===== src/rtl/query_issue_pkg.sv =====
// Shared widths for the lookup path plus the query-issue types and helpers.
// lynxTypes carries the address/PID widths used across the slice.
package lynxTypes;
  localparam int VADDR_BITS = 48;
  localparam int PID_BITS   = 6;
  localparam int PADDR_BITS = 40;
endpackage

package query_issue_pkg;
  import lynxTypes::*;

  localparam int CNT_BITS = 32;

  typedef struct packed {
    logic [VADDR_BITS-1:0] vaddr;
    logic [PID_BITS-1:0]   pid;
  } qkey_t;

  function automatic logic [CNT_BITS-1:0] sat_inc(input logic [CNT_BITS-1:0] v);
    return (&v) ? v : v + CNT_BITS'(1);
  endfunction
endpackage


===== src/rtl/query_issue_tmo_cnt.sv =====
// Response timeout counter: cleared on load, counts while enabled, and
// flags expiry in the cycle it sits at TMO_CYCLES-1.
module query_tmo_cnt #(
  parameter int TMO_CYCLES = 1024
) (
  input  logic aclk,
  input  logic areset,
  input  logic load,
  input  logic en,
  output logic expired
);
  localparam int CW = $clog2(TMO_CYCLES);
  localparam logic [CW-1:0] LAST = CW'(TMO_CYCLES - 1);

  logic [CW-1:0] cnt;

  always_ff @(posedge aclk or posedge areset) begin
    if (areset)                 cnt <= '0;
    else if (load)              cnt <= '0;
    else if (en && cnt != LAST) cnt <= cnt + CW'(1);
  end

  assign expired = en && (cnt == LAST);
endmodule


===== src/rtl/query_issue.sv =====
// Issues a mapping-table lookup whenever the {vaddr,pid} query changes,
// waits for the response or a timeout, and publishes the result and stats.
module query_issue
  import lynxTypes::*;
  import query_issue_pkg::*;
#(
  parameter int TMO_CYCLES = 1024
) (
  input  logic                  aclk,
  input  logic                  areset,
  input  logic [VADDR_BITS-1:0] vaddr,
  input  logic [PID_BITS-1:0]   pid,
  output logic                  req_valid,
  input  logic                  req_ready,
  output logic [VADDR_BITS-1:0] req_vaddr,
  output logic [PID_BITS-1:0]   req_pid,
  input  logic                  resp_valid,
  input  logic                  resp_hit,
  input  logic [PADDR_BITS-1:0] resp_paddr,
  output logic                  res_done,
  output logic                  res_hit,
  output logic                  res_tmo,
  output logic [PADDR_BITS-1:0] res_paddr,
  output logic [CNT_BITS-1:0]   cnt_query,
  output logic [CNT_BITS-1:0]   cnt_miss,
  output logic [CNT_BITS-1:0]   cnt_tmo
);
  typedef enum logic [1:0] {ST_IDLE, ST_REQ, ST_WAIT} state_t;

  state_t state, state_nxt;
  qkey_t  cur, shadow;
  logic   pending, trigger, hs, tmo_exp;
  logic   start, fin_resp, fin_tmo;

  assign cur      = {vaddr, pid};
  assign trigger  = (cur != shadow);
  assign hs       = req_valid && req_ready;
  assign start    = (state == ST_IDLE) && pending;
  assign fin_resp = (state == ST_WAIT) && resp_valid;
  // A response arriving on the expiry cycle takes precedence over the timeout.
  assign fin_tmo  = (state == ST_WAIT) && !resp_valid && tmo_exp;

  always_ff @(posedge aclk or posedge areset) begin
    if (areset) state <= ST_IDLE;
    else        state <= state_nxt;
  end

  always_comb begin
    state_nxt = state;
    case (state)
      ST_IDLE: if (pending)             state_nxt = ST_REQ;
      ST_REQ:  if (hs)                  state_nxt = ST_WAIT;
      ST_WAIT: if (fin_resp || fin_tmo) state_nxt = ST_IDLE;
      default:                          state_nxt = ST_IDLE;
    endcase
  end

  // Leaving IDLE clears pending: the issued key is this cycle's input, so a
  // change seen in the same cycle is already covered by the latch.
  always_ff @(posedge aclk or posedge areset) begin
    if (areset) begin
      shadow  <= '0;
      pending <= 1'b0;
    end else begin
      shadow <= cur;
      if (start)        pending <= 1'b0;
      else if (trigger) pending <= 1'b1;
    end
  end

  always_ff @(posedge aclk or posedge areset) begin
    if (areset) begin
      req_valid <= 1'b0;
      req_vaddr <= '0;
      req_pid   <= '0;
    end else if (start) begin
      req_valid <= 1'b1;
      req_vaddr <= cur.vaddr;
      req_pid   <= cur.pid;
    end else if (hs) begin
      req_valid <= 1'b0;
    end
  end

  query_tmo_cnt #(.TMO_CYCLES(TMO_CYCLES)) u_tmo (
    .aclk    (aclk),
    .areset  (areset),
    .load    (hs),
    .en      (state == ST_WAIT),
    .expired (tmo_exp)
  );

  always_ff @(posedge aclk or posedge areset) begin
    if (areset) begin
      res_done  <= 1'b0;
      res_hit   <= 1'b0;
      res_tmo   <= 1'b0;
      res_paddr <= '0;
    end else if (start) begin
      res_done <= 1'b0;
      res_hit  <= 1'b0;
      res_tmo  <= 1'b0;
    end else if (fin_resp) begin
      res_done  <= 1'b1;
      res_hit   <= resp_hit;
      res_tmo   <= 1'b0;
      res_paddr <= resp_hit ? resp_paddr : '0;
    end else if (fin_tmo) begin
      res_done  <= 1'b1;
      res_hit   <= 1'b0;
      res_tmo   <= 1'b1;
      res_paddr <= '0;
    end
  end

  always_ff @(posedge aclk or posedge areset) begin
    if (areset) begin
      cnt_query <= '0;
      cnt_miss  <= '0;
      cnt_tmo   <= '0;
    end else begin
      if (start)                 cnt_query <= sat_inc(cnt_query);
      if (fin_resp && !resp_hit) cnt_miss  <= sat_inc(cnt_miss);
      if (fin_tmo)               cnt_tmo   <= sat_inc(cnt_tmo);
    end
  end
endmodule


===== config.mk =====
export PLATFORM = sky130hd
export DESIGN_NAME = query_issue
export DESIGN_NICKNAME = d
export VERILOG_FILES = /design/src/rtl/query_issue_pkg.sv /design/src/rtl/query_issue_tmo_cnt.sv /design/src/rtl/query_issue.sv
export SDC_FILE = /design/constraint.sdc
export NUM_CORES = 1
export LEC_CHECK = 0
export ABC_CLOCK_PERIOD_IN_PS = 7900
export BUFFER_PORTS_ARGS = -buffer_cell sky130_fd_sc_hd__buf_2
export CORE_MARGIN = 8
export CORE_UTILIZATION = 30
export DETAILED_ROUTE_END_ITERATION = 6
export GPL_ROUTABILITY_DRIVEN = 0
export PLACE_DENSITY_LB_ADDON = 0.12
export SLEW_MARGIN = 20
export SYNTH_ARGS = -nofsm -noshare
export SYNTH_HDL_FRONTEND = slang
export SYNTH_SLANG_ARGS = --single-unit

===== constraint.sdc =====
create_clock -name aclk -period 7.9 [get_ports aclk]
set_input_delay 0.79 -clock aclk [delete_from_list [all_inputs] [get_ports aclk]]
set_output_delay 0.79 -clock aclk [all_outputs]
set_load 0.005 [all_outputs]

Word level (Yosys, flattened, before mapping)
Index checks and enable logic that the tools add are counted.
{"block": "totals", "register_bits": 261, "output_inout_bits": 194, "elab_cells": 77}
{"block": "op_classes", "addsub": 4, "eq_ne": 8, "n_mux": 21, "bitwise": 4, "n_reduce_logical": 25}
{"operator": "40-bit two-way mux", "n": 3}
{"operator": "32-bit by 1-bit adder with 32-bit output (second input constant)", "n": 3}
{"operator": "32-bit AND reduction", "n": 3}
{"operator": "54-bit != test", "n": 1}
{"operator": "10-bit two-way mux", "n": 2}
{"operator": "1-bit two-way mux", "n": 12}
{"operator": "10-bit by 1-bit adder with 10-bit output (second input constant)", "n": 1}
{"operator": "10-bit == test (second input constant)", "n": 1}
{"operator": "10-bit != test (second input constant)", "n": 1}
{"operator": "1-bit logical AND", "n": 8}
{"operator": "2-bit AND reduction", "n": 4}
{"operator": "2-bit nonzero test", "n": 4}
{"operator": "2-bit two-way mux", "n": 3}
{"operator": "2-bit != test (second input constant)", "n": 3}
{"operator": "2-bit case mux with 3 select lines", "n": 1}
{"operator": "1-bit NOT", "n": 4}
{"operator": "3-bit AND reduction", "n": 1}
{"operator": "3-bit nonzero test", "n": 1}
{"operator": "2-bit by 1-bit == test with 1-bit output (second input constant)", "n": 1}
{"operator": "2-bit == test (second input constant)", "n": 1}
{"operator": "1-bit zero test", "n": 2}
{"operator": "2-bit zero test", "n": 1}
{"operator": "1-bit logical OR", "n": 1}

Depth between registers and ports, before layout
Gate-level depths: netlist of the first run.
{"block": "depth", "word_depth": 6, "ltp_mapped": 8, "depth_no_buf": 6}

Modules after synthesis
Synthesis of the first run repeated with hierarchy kept, for this count alone.
{"block": "unflattened", "hier_cells": 964, "hier_area_um2": 10791.6}
{"mod": "query_issue", "instances": 1, "cells_each": 905, "area_each_um2": 10227.3, "seq_area_each_um2": 6281.0}
{"mod": "query_tmo_cnt", "instances": 1, "cells_each": 59, "area_each_um2": 564.3, "seq_area_each_um2": 250.2}

Worst setup path before layout of the first run
No wires, ideal clock.
{"block": "synth_path", "path_kind": "input-to-reg", "startpoint": "input port resp_hit", "endpoint": "register cnt_miss[29]", "arrival_time_ns": 1.902, "t_required_ns": 7.821, "path_slack_ns": 5.918, "path_stages": 5, "path_buffers": 0, "cell_sequence": "nand4bb_1 nor4_2 o211ai_1 nor3_1 xor2_1"}
{"block": "synth_via", "elab_chain_len": 3}
{"item": "from (decl)", "line": "query_issue.sv:18", "text": "input logic resp_hit,"}
{"item": "1-bit zero test", "line": "query_issue.sv:123", "text": "if (fin_resp && !resp_hit) cnt_miss <= sat_inc(cnt_miss);"}
{"item": "1-bit logical AND", "line": "query_issue.sv:123"}
{"item": "2-bit AND reduction (no source line)"}
{"item": "to (signal assigned)", "line": "query_issue.sv:123"}
{"item": "to (decl)", "line": "query_issue.sv:25", "text": "output logic [CNT_BITS-1:0] cnt_miss,"}
Every way passes these cells.
A chain may end at the register's enable or synchronous reset.

Worst setup path after layout of the first run
{"block": "layout_path", "startpoint": "register cnt_tmo[8]", "endpoint": "register cnt_tmo[1]"}
{"block": "layout_via", "elab_chain_len": 3}
{"item": "from (decl)", "line": "query_issue.sv:26", "text": "output logic [CNT_BITS-1:0] cnt_tmo"}
{"item": "from (signal assigned)", "line": "query_issue.sv:124", "text": "if (fin_tmo) cnt_tmo <= sat_inc(cnt_tmo);"}
{"item": "32-bit AND reduction", "line": "query_issue_pkg.sv:20", "text": "return (&v) ? v : v + CNT_BITS'(1);"}
{"item": "1-bit NOT (no source line)"}
{"item": "2-bit AND reduction (no source line)"}
Every way passes these cells.

==> impl_results.md, run 1 <==
* Status: completed
* Initial Utilization at a little under a third
* Cell Area, Synth at between 0.01 and 0.015 sq mm
* Register area share after synthesis at between 60% and 70%
* Buffer count from post-CTS setup fixing at 0
* Sw Pwr at around 1.2 mW
* Max VDD drop at 0.000160 V
* Post-DP Area at around 0.013 sq mm
* Max-slew violations at 0
* Max-cap violations at 0
* Worst endpoint required time at between 8000 and 9000 ps
* Vias at between 8000 and 9000
* Cts repair resizes at 0
* Finished Layout Cells at 1754
* Clock skew at 12.6 ps
* CP peak stage delay at around 660 ps
* Post-route ant nets at 0
* Initial antenna violation count at 1
* Largest net degree at the start of global routing at 135
* Clock net sink count at around 260
* Post-Syn Nets at approximately 1100
* Netlist cell types at 50
* Port-buffer cells at 292
* Least-Margin Pin Slew at 869 ps
* Synth area leaders: dfrtp_1, nand2_1, xnor2_1
* Crit path max fanout at 14
* First-pass GRT wire length at 48500 um
* Area grow syn2layout at 27.7%
* Die Ht at about 210 um
* Peak Freq at between 0.3 and 0.4 GHz
* # IOs at between 200 and 300
* Placed Instances at between 1500 and 2000
* Worst skew pair latency at between 500 and 600 ps
* Pint at 2.87 mW
* Die Wd at approximately 200 um
* Die ar. at 0.0423 sq mm
* Drt first pass iters at 5
* Synth area leader: dfrtp_1
* Slowest cell on crit path: nor3_2
* # rows at 69
* Grt total ovfl at 0
* Final Setup Violations at 0
* Synth top area share at a little over 60%
* Most frequent cells in the layout: buf_2, dfrtp_1, nand2_1
* Root Driver: clkbuf_16
* Clock-pin slew on the worst setup and hold paths at 60 ps
* GRT Util Overall at between 10 and 15%
* CP Class: reg -> reg
* Pleak at a little under 7 nW
* Post-Syn Area per Cell at about 11 sq um
* Initial DRC Count at around 410
* Rel. slew slack at 42.1%
* Sw frac at around 30%
* DR WL/cell at 17.4 um
* Post-DP HPWL at between 20000 and 25000 um
* CP endpoint kind: flop
* Routed WL at just over 30000 um
* Critical-path cell list: nand3_1, or4_1, nor3_2, nand2b_1, mux2_2
* Critical path arrival at 3060 ps
* Tmin final at 2620 ps
* Cells after Synth at between 900 and 1000
* Synth warn at 0
* Flops & latches, synth at approximately 260
* Vias in the first global route at roughly 8400
* Clk network pwr share at roughly 34%
* Pwr/cell area at about 300 mW/mm^2
* Logic pwr share at a little over a fifth
* Antenna fix cells at 0
* RSZ-0062 raised after global routing: no
* Cts hold-fix bufs at 0
* Final nets at between 1000 and 1500
* DRC at 0
* CTS tree: yes
* H-tree levels at 1
* Vias per cell at about 4.6
* CTS max path bufs at 3
* Final core occ at ~39%
* Reg power frac at between 40% and 50%
* Nature of the critical path startpoint: flop
* Number of buffers created by CTS at 30
* Layout cells sized above 1 at between 20% and 30%
* Final hold vios at 0
* Fill cells at between 3000 and 4000
* Class of the worst hold path: in -> async
* Final Cell Area at around 0.014 sq mm
* Setup TNS at 0 ps
* Commonest non-fill, non-tap cell in the layout: buf_2
* Final worst-path cycle share at between 30% and 40%
* Core area at between 0.03 and 0.04 sq mm
-- layout make-up --
cell class / instances / area, sq um / area share (%)
inverters: 21 / 82.6 / 0.598
flip-flops and latches: 261 / 6530 / 47.3
clock inverters: 7 / 90.1 / 0.653
well taps: 461 / 577 / 4.18
repair buffers: 299 / 1530 / 11.1
multi-input cells: 660 / 4090 / 29.6
clock buffers: 45 / 908 / 6.58
-- worst paths after layout --
check	depth (start not counted)	slack, ps	endpoint	startpoint
min in group aclk	1	360	shadow[7]	vaddr[1]
min reg2reg	2	470	req_pid[4]	req_pid[4]
max	5	5280	cnt_tmo[1]	cnt_tmo[8]
max in group asynchronous	3	6260	res_hit	areset
min	2	330	cnt_tmo[21]	areset
max reg2reg	5	5280	cnt_tmo[1]	cnt_tmo[8]
-- flip-flops by register name (all words and copies together) (netlist names) --
| name | count |
|---|---|
| req_vaddr | 48 |
| res_done | 1 |
| state | 2 |
| res_paddr | 40 |
| cnt_miss | 32 |
| req_valid | 1 |
| u_tmo.cnt | 10 |
| shadow | 54 |
| pending | 1 |
| cnt_query | 32 |
| cnt_tmo | 32 |
| res_tmo | 1 |
| res_hit | 1 |
| req_pid | 6 |
-- per-stage QoR --
stage | worst slack, ps | hold slack [ps] | power, mW
floorplan | 3670 | 470 | 2.25
detailed placement | 5310 | 458 | 2.72
CTS | 5300 | 321 | 4.16
global placement | 5320 | 455 | 2.71
global route | 5130 | 322 | 4.35
finish | 5280 | 330 | 4.07
-- critical path, delay by kind of cell, from the launching register on --
family,cells,cell delay (ps)
flip-flops,1,440
multiplexers,1,340
AND/OR/NAND/NOR,4,1730
-- per-layer routing --
layer | GRT usage [%] | wire, um | vias to the layer above
met5 | 0 | 13 | -
met4 | 2.92 | 471 | 2
met3 | 3.95 | 2310 | 36
met2 | 22.2 | 13800 | 206
met1 | 19.2 | 14000 | 3989
li1 | - | - | 3907
-- cells by family (layout without fill, tap and decap cells) --
kind of cell             after synthesis  count (layout)  synth area share (%)
buffers and inverters                 53             372                  1.92
AND/OR/NAND/NOR                      434             434                  19.3
XOR/XNOR                             153             153                  12.4
multiplexers                           3               3                 0.301
flip-flops                           261             261                  60.5
adder cells (fa/ha/maj)                4               4                 0.463
AO/OA/AOI/OAI                         66              66                  5.16
-- power groups by stage --
stage | logic (mW) | registers (mW) | clock network [mW]
after detailed placement | 0.920 | 1.80 | 0
after global placement | 0.908 | 1.81 | 0
final | 0.886 | 1.79 | 1.40
after global routing | 1.01 | 1.83 | 1.51
after floorplan | 0.431 | 1.82 | 0
after CTS | 0.920 | 1.79 | 1.45
-- cells in the mapped netlist (all sizes together) --
cell type and number:
nand3b 1, nand2b 3, nand4bb 2, xnor2 83, nand4 48, xor2 70, nand4b 1, ha 4
o21a 1, buf 6, a211o 1, and4bb 1, or2 5, o21ai 6, nand2 204, and4 8
and3 9, and2 3, o211ai 4, clkbuf 26, inv 21, nor4b 2, nor4 19, mux2i 1
a21oi 4, a22o 40, nor2 52, nor2b 1, nand3 41, nor3 23, a211oi 2, dfrtp 261
or3 4, or4 5, o31a 1, nor3b 2, o31ai 4, mux2 2, a31oi 3
Power figures use the tool's default switching activity.
==> run 2: changes to the inputs <==
ABC_CLOCK_PERIOD_IN_PS = 2400   (was 7900)
clock period = 2.4 ns   (was 7.9 ns; I/O delays follow)
==> run 2 against run 1 <==
  * Non-clock buffer count is 112 higher
  * Worst hold slack got worse by 230 ps
  * Sequential share of layout area decreased by 3.5 points
  * Final area grew 8.0%
  * Sequential power grew to 3.3 times the previous value
  * Fmax is 22% higher
  * Count of clock-buffer cells in the layout grew 1
  * Critical path type unchanged
  * Highest routed layer is now met4
==> impl_results.md, run 2 (synthesis results as in run 1) <==
* Area grow syn2layout at 37.9%
* Vias at 8444 (+3.7%)
* Vias in the first global route at 8808 (+4.4%)
* GRT Util Overall at 14.5% (+0.36 points)
* Critical path arrival at 2570 ps (-490 ps)
* Buffer count from post-CTS setup fixing at 0 (unchanged)
* Peak Freq at 0.466 GHz (+22%)
* Max VDD drop at 0.000721 V (+350%)
* Max-slew violations at 0 (unchanged)
* Worst Setup SP: cnt_miss[19]
* Layout cells sized above 1 at 27.2% (-1.3 points)
* Most frequent cells in the layout: buf_2, dfrtp_1, nand2_1
* Worst skew pair latency at 560 ps (about the same)
* Crit path max fanout at 8 (-6)
* # IOs at 293 (unchanged)
* RSZ-0062 raised after global routing: no
* Max FFs per register at 54 (unchanged)
* Least-Margin Pin Slew at 664 ps (-205 ps)
* Clock-pin slew on the worst setup and hold paths at 60 ps (about the same)
* Port-buffer cells at 292 (unchanged)
* Drt first pass iters at 4 (-1)
* Initial DRC Count at 273 (-33%)
* Worst r2r path cells at 5 (unchanged)
* Largest net degree at the start of global routing at 83 (-39%)
* Max-cap violations at 0 (unchanged)
* Core area at 0.0355 sq mm (unchanged)
* Final core occ at 42.0% (+3.1 points)
* Initial Utilization at 30.4% (unchanged)
* Tmin final at 2150 ps (-477 ps)
* Nature of the critical path startpoint: flop
* Class of the worst hold path: in -> reg
* Post-DP Area at 0.0130 sq mm (+1.3%)
* CTS max path bufs at 3 (unchanged)
* Min-Delay Path Depth at 4
* Worst endpoint required time at 2830 ps (-5500 ps)
* Die Wd at 206 um (unchanged)
* Final Cell Area at 0.0149 sq mm (+8.0%)
* Vias per cell at 4.52 (-2.6%)
* Root Driver: clkbuf_16
* CTS tree: yes
* Biggest register: shadow
* Post-route ant nets at 0 (unchanged)
* Pwr/cell area at 900 mW/mm^2 (+200%)
* Number of buffers created by CTS at 30 (unchanged)
* Top flop regs: shadow (54), req_vaddr (48), res_paddr (40)
* Status: completed
* Grt total ovfl at 0 (unchanged)
* First-pass GRT wire length at 49900 um (+2.9%)
* Final nets at 1488 (+8.1%)
* Die Ht at 206 um (unchanged)
* Rel. slew slack at 55.4% (+13 points)
* Initial antenna violation count at 1 (unchanged)
* # rows at 69 (unchanged)
* Final worst-path cycle share at 89.4% (+56 points)
* H-tree levels at 1 (unchanged)
* Clock skew at 6.36 ps (-6.22 ps)
* Crit path capture: cnt_miss[21]
* DRC at 0 (unchanged)
* Post-DP HPWL at 22300 um (+2.7%)
* R2r setup slk at 250 ps (-5020 ps)
* Fill cells at 3484 (-2.3%)
* Final hold vios at 0 (unchanged)
* DR WL/cell at 16.8 um (-3.8%)
* CP endpoint kind: flop
* Pleak at 7.42 nW (+7.1%)
* Final Setup Violations at 0 (unchanged)
* Die ar. at 0.0423 sq mm (unchanged)
* CP Class: reg -> reg
* Fin Hold WS at 97.2 ps (-233 ps)
* Clock net sink count at 261 (unchanged)
* Commonest non-fill, non-tap cell in the layout: buf_2
* FF-to-FF End: cnt_miss[21]
* Routed WL at 31300 um (+2.4%)
* Worst R2R Start: cnt_miss[19]
[run 2: report_power, final]
part / leakage (nW) / internal [mW] / switching, mW
combinational: 3.61 / 1.47 / 1.66
clock: 0.474 / 2.57 / 1.83
sequential: 3.34 / 5.33 / 0.546
[run 2: layer usage]
metal | up-vias | share of wire, % | track usage (%)
met5 | - | 0 | 0
met4 | 0 | 2.1 | 3.24
met3 | 44 | 6.8 | 3.98
met2 | 213 | 46 | 23.2
met1 | 4050 | 45 | 19.3
li1 | 4137 | - | -
[run 2: worst min path at each step]
stage	from	endpoint	slack (ps)
after floorplan	pid[0]	shadow[0]	270
after global placement	areset	cnt_tmo[22]	260
after detailed placement	areset	cnt_tmo[22]	260
after CTS	resp_hit	cnt_miss[0]	60
after global routing	resp_hit	cnt_miss[0]	100
final	resp_hit	cnt_miss[0]	100
[run 2: through the flow]
stage | total power, mW | setup TNS, ps | instances | setup slack (ps)
3_5_place_dp | 9.04 | 0 | 1717 | 230
4_1_cts | 13.7 | 0 | 1867 | 222
2_1_floorplan | 7.40 | -334490 | 974 | -1280
6_report | 13.4 | 0 | 1868 | 254
3_3_place_gp | 9.00 | 0 | 1717 | 260
5_1_grt | 14.3 | 0 | 1868 | 24.6
[run 2: final cells by class]
type / count / area, sq um / area share, %
Clock buffer: 46 / 901 / 6.05
Sequential cell: 261 / 6530 / 43.8
Clock inverter: 7 / 53.8 / 0.361
Antenna cell: 1 / 2.50 / 0.0168
Timing Repair Buffer: 411 / 2670 / 17.9
Inverter: 21 / 82.6 / 0.554
Tap cell: 461 / 577 / 3.87
Multi-Input combinational cell: 660 / 4080 / 27.4
[run 2: timing repair]
action | 4_1_cts | 5_1_grt
hold buffers | 97 | 0
resized for setup | 0 | 0
endpoints found under the hold margin | 190 | 0
[run 2: critical path: stages (launching register included)]
cell	delay, ps
dfrtp_1	440
nand4_1	140
or4_1	710
o31ai_4	450
nor3_1	120
xor2_1	160
==> run 3: changes to the inputs <==
GPL_TIMING_DRIVEN = 0   (was default)
==> run 3 against run 2 <==
  * Register-to-register slack got worse by 100 ps
  * Clock skew rose by 8.2 ps
  * Setup slack got worse by 100 ps
  * Worst hold slack got worse by 9.7 ps
  * Sequential share of layout area fell by 0.32 points
  * Fmax is 4.6% lower
  * Final cell count up 1.0%
  * Total power up 1.9%
  * Non-clock buffer count increased by 19
  * Wire length grew 5.1%
  * Critical path type unchanged
  * Largest power group unchanged
==> impl_results.md, run 3 (synthesis results as in run 1) <==
* Met3 WL post-DR at 2180 um (+1.9%)
* CTS max path bufs at 3 (unchanged)
* M1 WL at 15200 um (+7.7%)
* Die ar. at 0.0423 sq mm (unchanged)
* Crit path max fanout at 10 (+2)
* Final hold vios at 0 (unchanged)
* Number of buffers created by CTS at 30 (unchanged)
* Final worst-path cycle share at 93.8% (+4.3 points)
* Vias per cell at 4.55 (+0.56%)
* Vias at 8578 (+1.6%)
* Antenna fix cells at 0 (-1)
* Initial DRC Count at 395 (+45%)
* Pleak at 7.48 nW (+0.74%)
* Worst R2R Start: state[1]
* Slowest cell on crit path: clkbuf_1
* Routed WL at 32900 um (+5.1%)
* Final Setup Violations at 0 (unchanged)
* Pwr/cell area at 910 mW/mm^2 (+1.2%)
* Peak Freq at 0.444 GHz (-4.6%)
* Final nets at 1507 (+1.3%)
* Initial antenna violation count at 0 (-1)
* GRT Util Overall at 15.2% (+0.77 points)
* H-tree levels at 1 (unchanged)
* Initial Utilization at 30.4% (unchanged)
* RSZ-0062 raised after global routing: no
* Max-slew violations at 0 (unchanged)
* Hold path startpoint: resp_hit
* CP Class: reg -> reg
* Pwr Total at 13.7 mW (+1.9%)
* Layout cells sized above 1 at 27.0% (-0.24 points)
* Min-Delay Path Depth at 4 (unchanged)
* Die Ht at 206 um (unchanged)
* Metal2 WL at 14800 um (+2.1%)
* DR WL/cell at 17.4 um (+4.1%)
* Placed Instances at 1736 (+1.1%)
* Worst skew pair latency at 560 ps (about the same)
* Commonest non-fill, non-tap cell in the layout: buf_2
* Root Driver: clkbuf_16
* Top flop regs: shadow (54), req_vaddr (48), res_paddr (40)
* Setup TNS at 0 ps (unchanged)
* Rel. slew slack at 52.5% (-2.8 points)
* Port-buffer cells at 292 (unchanged)
* Max VDD drop at 0.000627 V (-13%)
* Clock skew at 14.5 ps (+8.18 ps)
* Top Family by Delay on Critical Path: buffers and inverters
* Biggest register: shadow
* Finished Layout Cells at 1887 (+1.0%)
* # IOs at 293 (unchanged)
* Worst endpoint required time at 2880 ps (+50 ps)
* Least-Margin Pin Slew at 712 ps (+48.1 ps)
* Critical-path cell list: clkbuf_1, nor2b_1, and3_1, clkbuf_1, clkbuf_1, a22o_1
* R2r setup slk at 150 ps (-100 ps)
* Clock net sink count at 261 (unchanged)
* Tmin final at 2250 ps (+104 ps)
* Largest net degree at the start of global routing at 33 (-60%)
* Status: completed
* Bufs and invs on worst path at 3 (+3)
* Class of the worst hold path: in -> reg
* Grt total ovfl at 0 (unchanged)
* Hold endpoint: cnt_miss[0]
* Post-DP HPWL at 23900 um (+7.1%)
* Area grow syn2layout at 38.9%
* First-pass GRT wire length at 52100 um (+4.4%)
* Stages on worst setup path at 6 (+1)
* CTS tree: yes
* FF-to-FF End: res_paddr[9]
* Post-route ant nets at 0 (unchanged)
* Max-cap violations at 0 (unchanged)
* Most used cell, CP: clkbuf_1
* Most frequent cells in the layout: buf_2, dfrtp_1, nand2_1
* CP endpoint kind: flop
* Clock-pin slew on the worst setup and hold paths at 60 ps (about the same)
* Critical path arrival at 2730 ps (+160 ps)
* Die Wd at 206 um (unchanged)
* Top sig layer: met4
* Drt first pass iters at 4 (unchanged)
* DRC at 0 (unchanged)
* Vias in the first global route at 9083 (+3.1%)
* Core area at 0.0355 sq mm (unchanged)
* # rows at 69 (unchanged)
* Final core occ at 42.3% (+0.31 points)
* Nature of the critical path startpoint: flop
* CP peak stage delay at 440 ps (-270 ps)
* Max FFs per register at 54 (unchanged)
* Buffer count from post-CTS setup fixing at 0 (unchanged)
* Worst r2r path cells at 6 (+1)
==> run 3: changes by cell type in the layout (fill, tap and decap cells not counted), moves of 2 or more <==
cell,before,now
buf_12,6,8
buf_2,292,297
buf_4,16,1
bufinv_16,0,2
clkbuf_1,7,23
clkbuf_2,0,12
clkbuf_8,9,4
clkinvlp_4,1,3
==> run 3: how the worst max path moves through the flow <==
stage	start	endpoint
4_1_cts	u_tmo.cnt[0]	res_paddr[33]
5_1_grt	state[1]	res_paddr[9]
6_report	state[1]	res_paddr[9]
3_5_place_dp	u_tmo.cnt[0]	res_hit
3_3_place_gp	areset	req_vaddr[25]
2_1_floorplan	areset	cnt_miss[0]
==> run 3: power breakdown <==
group	internal, mW	switching [mW]	total [mW]
sequential	5.33	0.545	5.88
combinational	1.48	1.83	3.31
clock	2.64	1.85	4.48
==> run 3: area by class of cell <==
class                      instances  area (sq um)
fill                            3444         20500
sequential                       261          6530
multi-input combinational        660          4100
timing repair buffer             398          2620
clock buffer                      44           843
tap                              461           577
buffer                            32           145
clock inverter                    10           116
inverter                          21          82.6
==> run 3: routing by layer <==
layer	global-route usage, %	vias up
met3	4.08	39
met4	3.65	0
met2	24.1	191
met5	0	-
li1	-	4179
met1	20.6	4169
==> run 3: what timing repair did <==
| item | 4_1_cts | 5_1_grt |
|---|---|---|
| hold endpoints to repair | 211 | 0 |
| gates resized for setup | 10 | 14 |
| endpoints found under the setup margin | 77 | 62 |
| hold buffers | 97 | 0 |
==> run 3: through the flow <==
stage                     hold WS [ps]  setup slack [ps]  cell area [sq um]
after floorplan                    271             -1280              10800
after CTS                         56.8              29.6              15000
after detailed placement           196              -438              13000
final                             87.5               149              15000
after global routing              97.0             0.306              15000
after global placement             365             -3300              12800
==> run 3: tightest hold or removal path, stage by stage <==
cell,delay [ps]
buf_2,130
nor3b_4,70
o31ai_4,100
xnor2_1,70
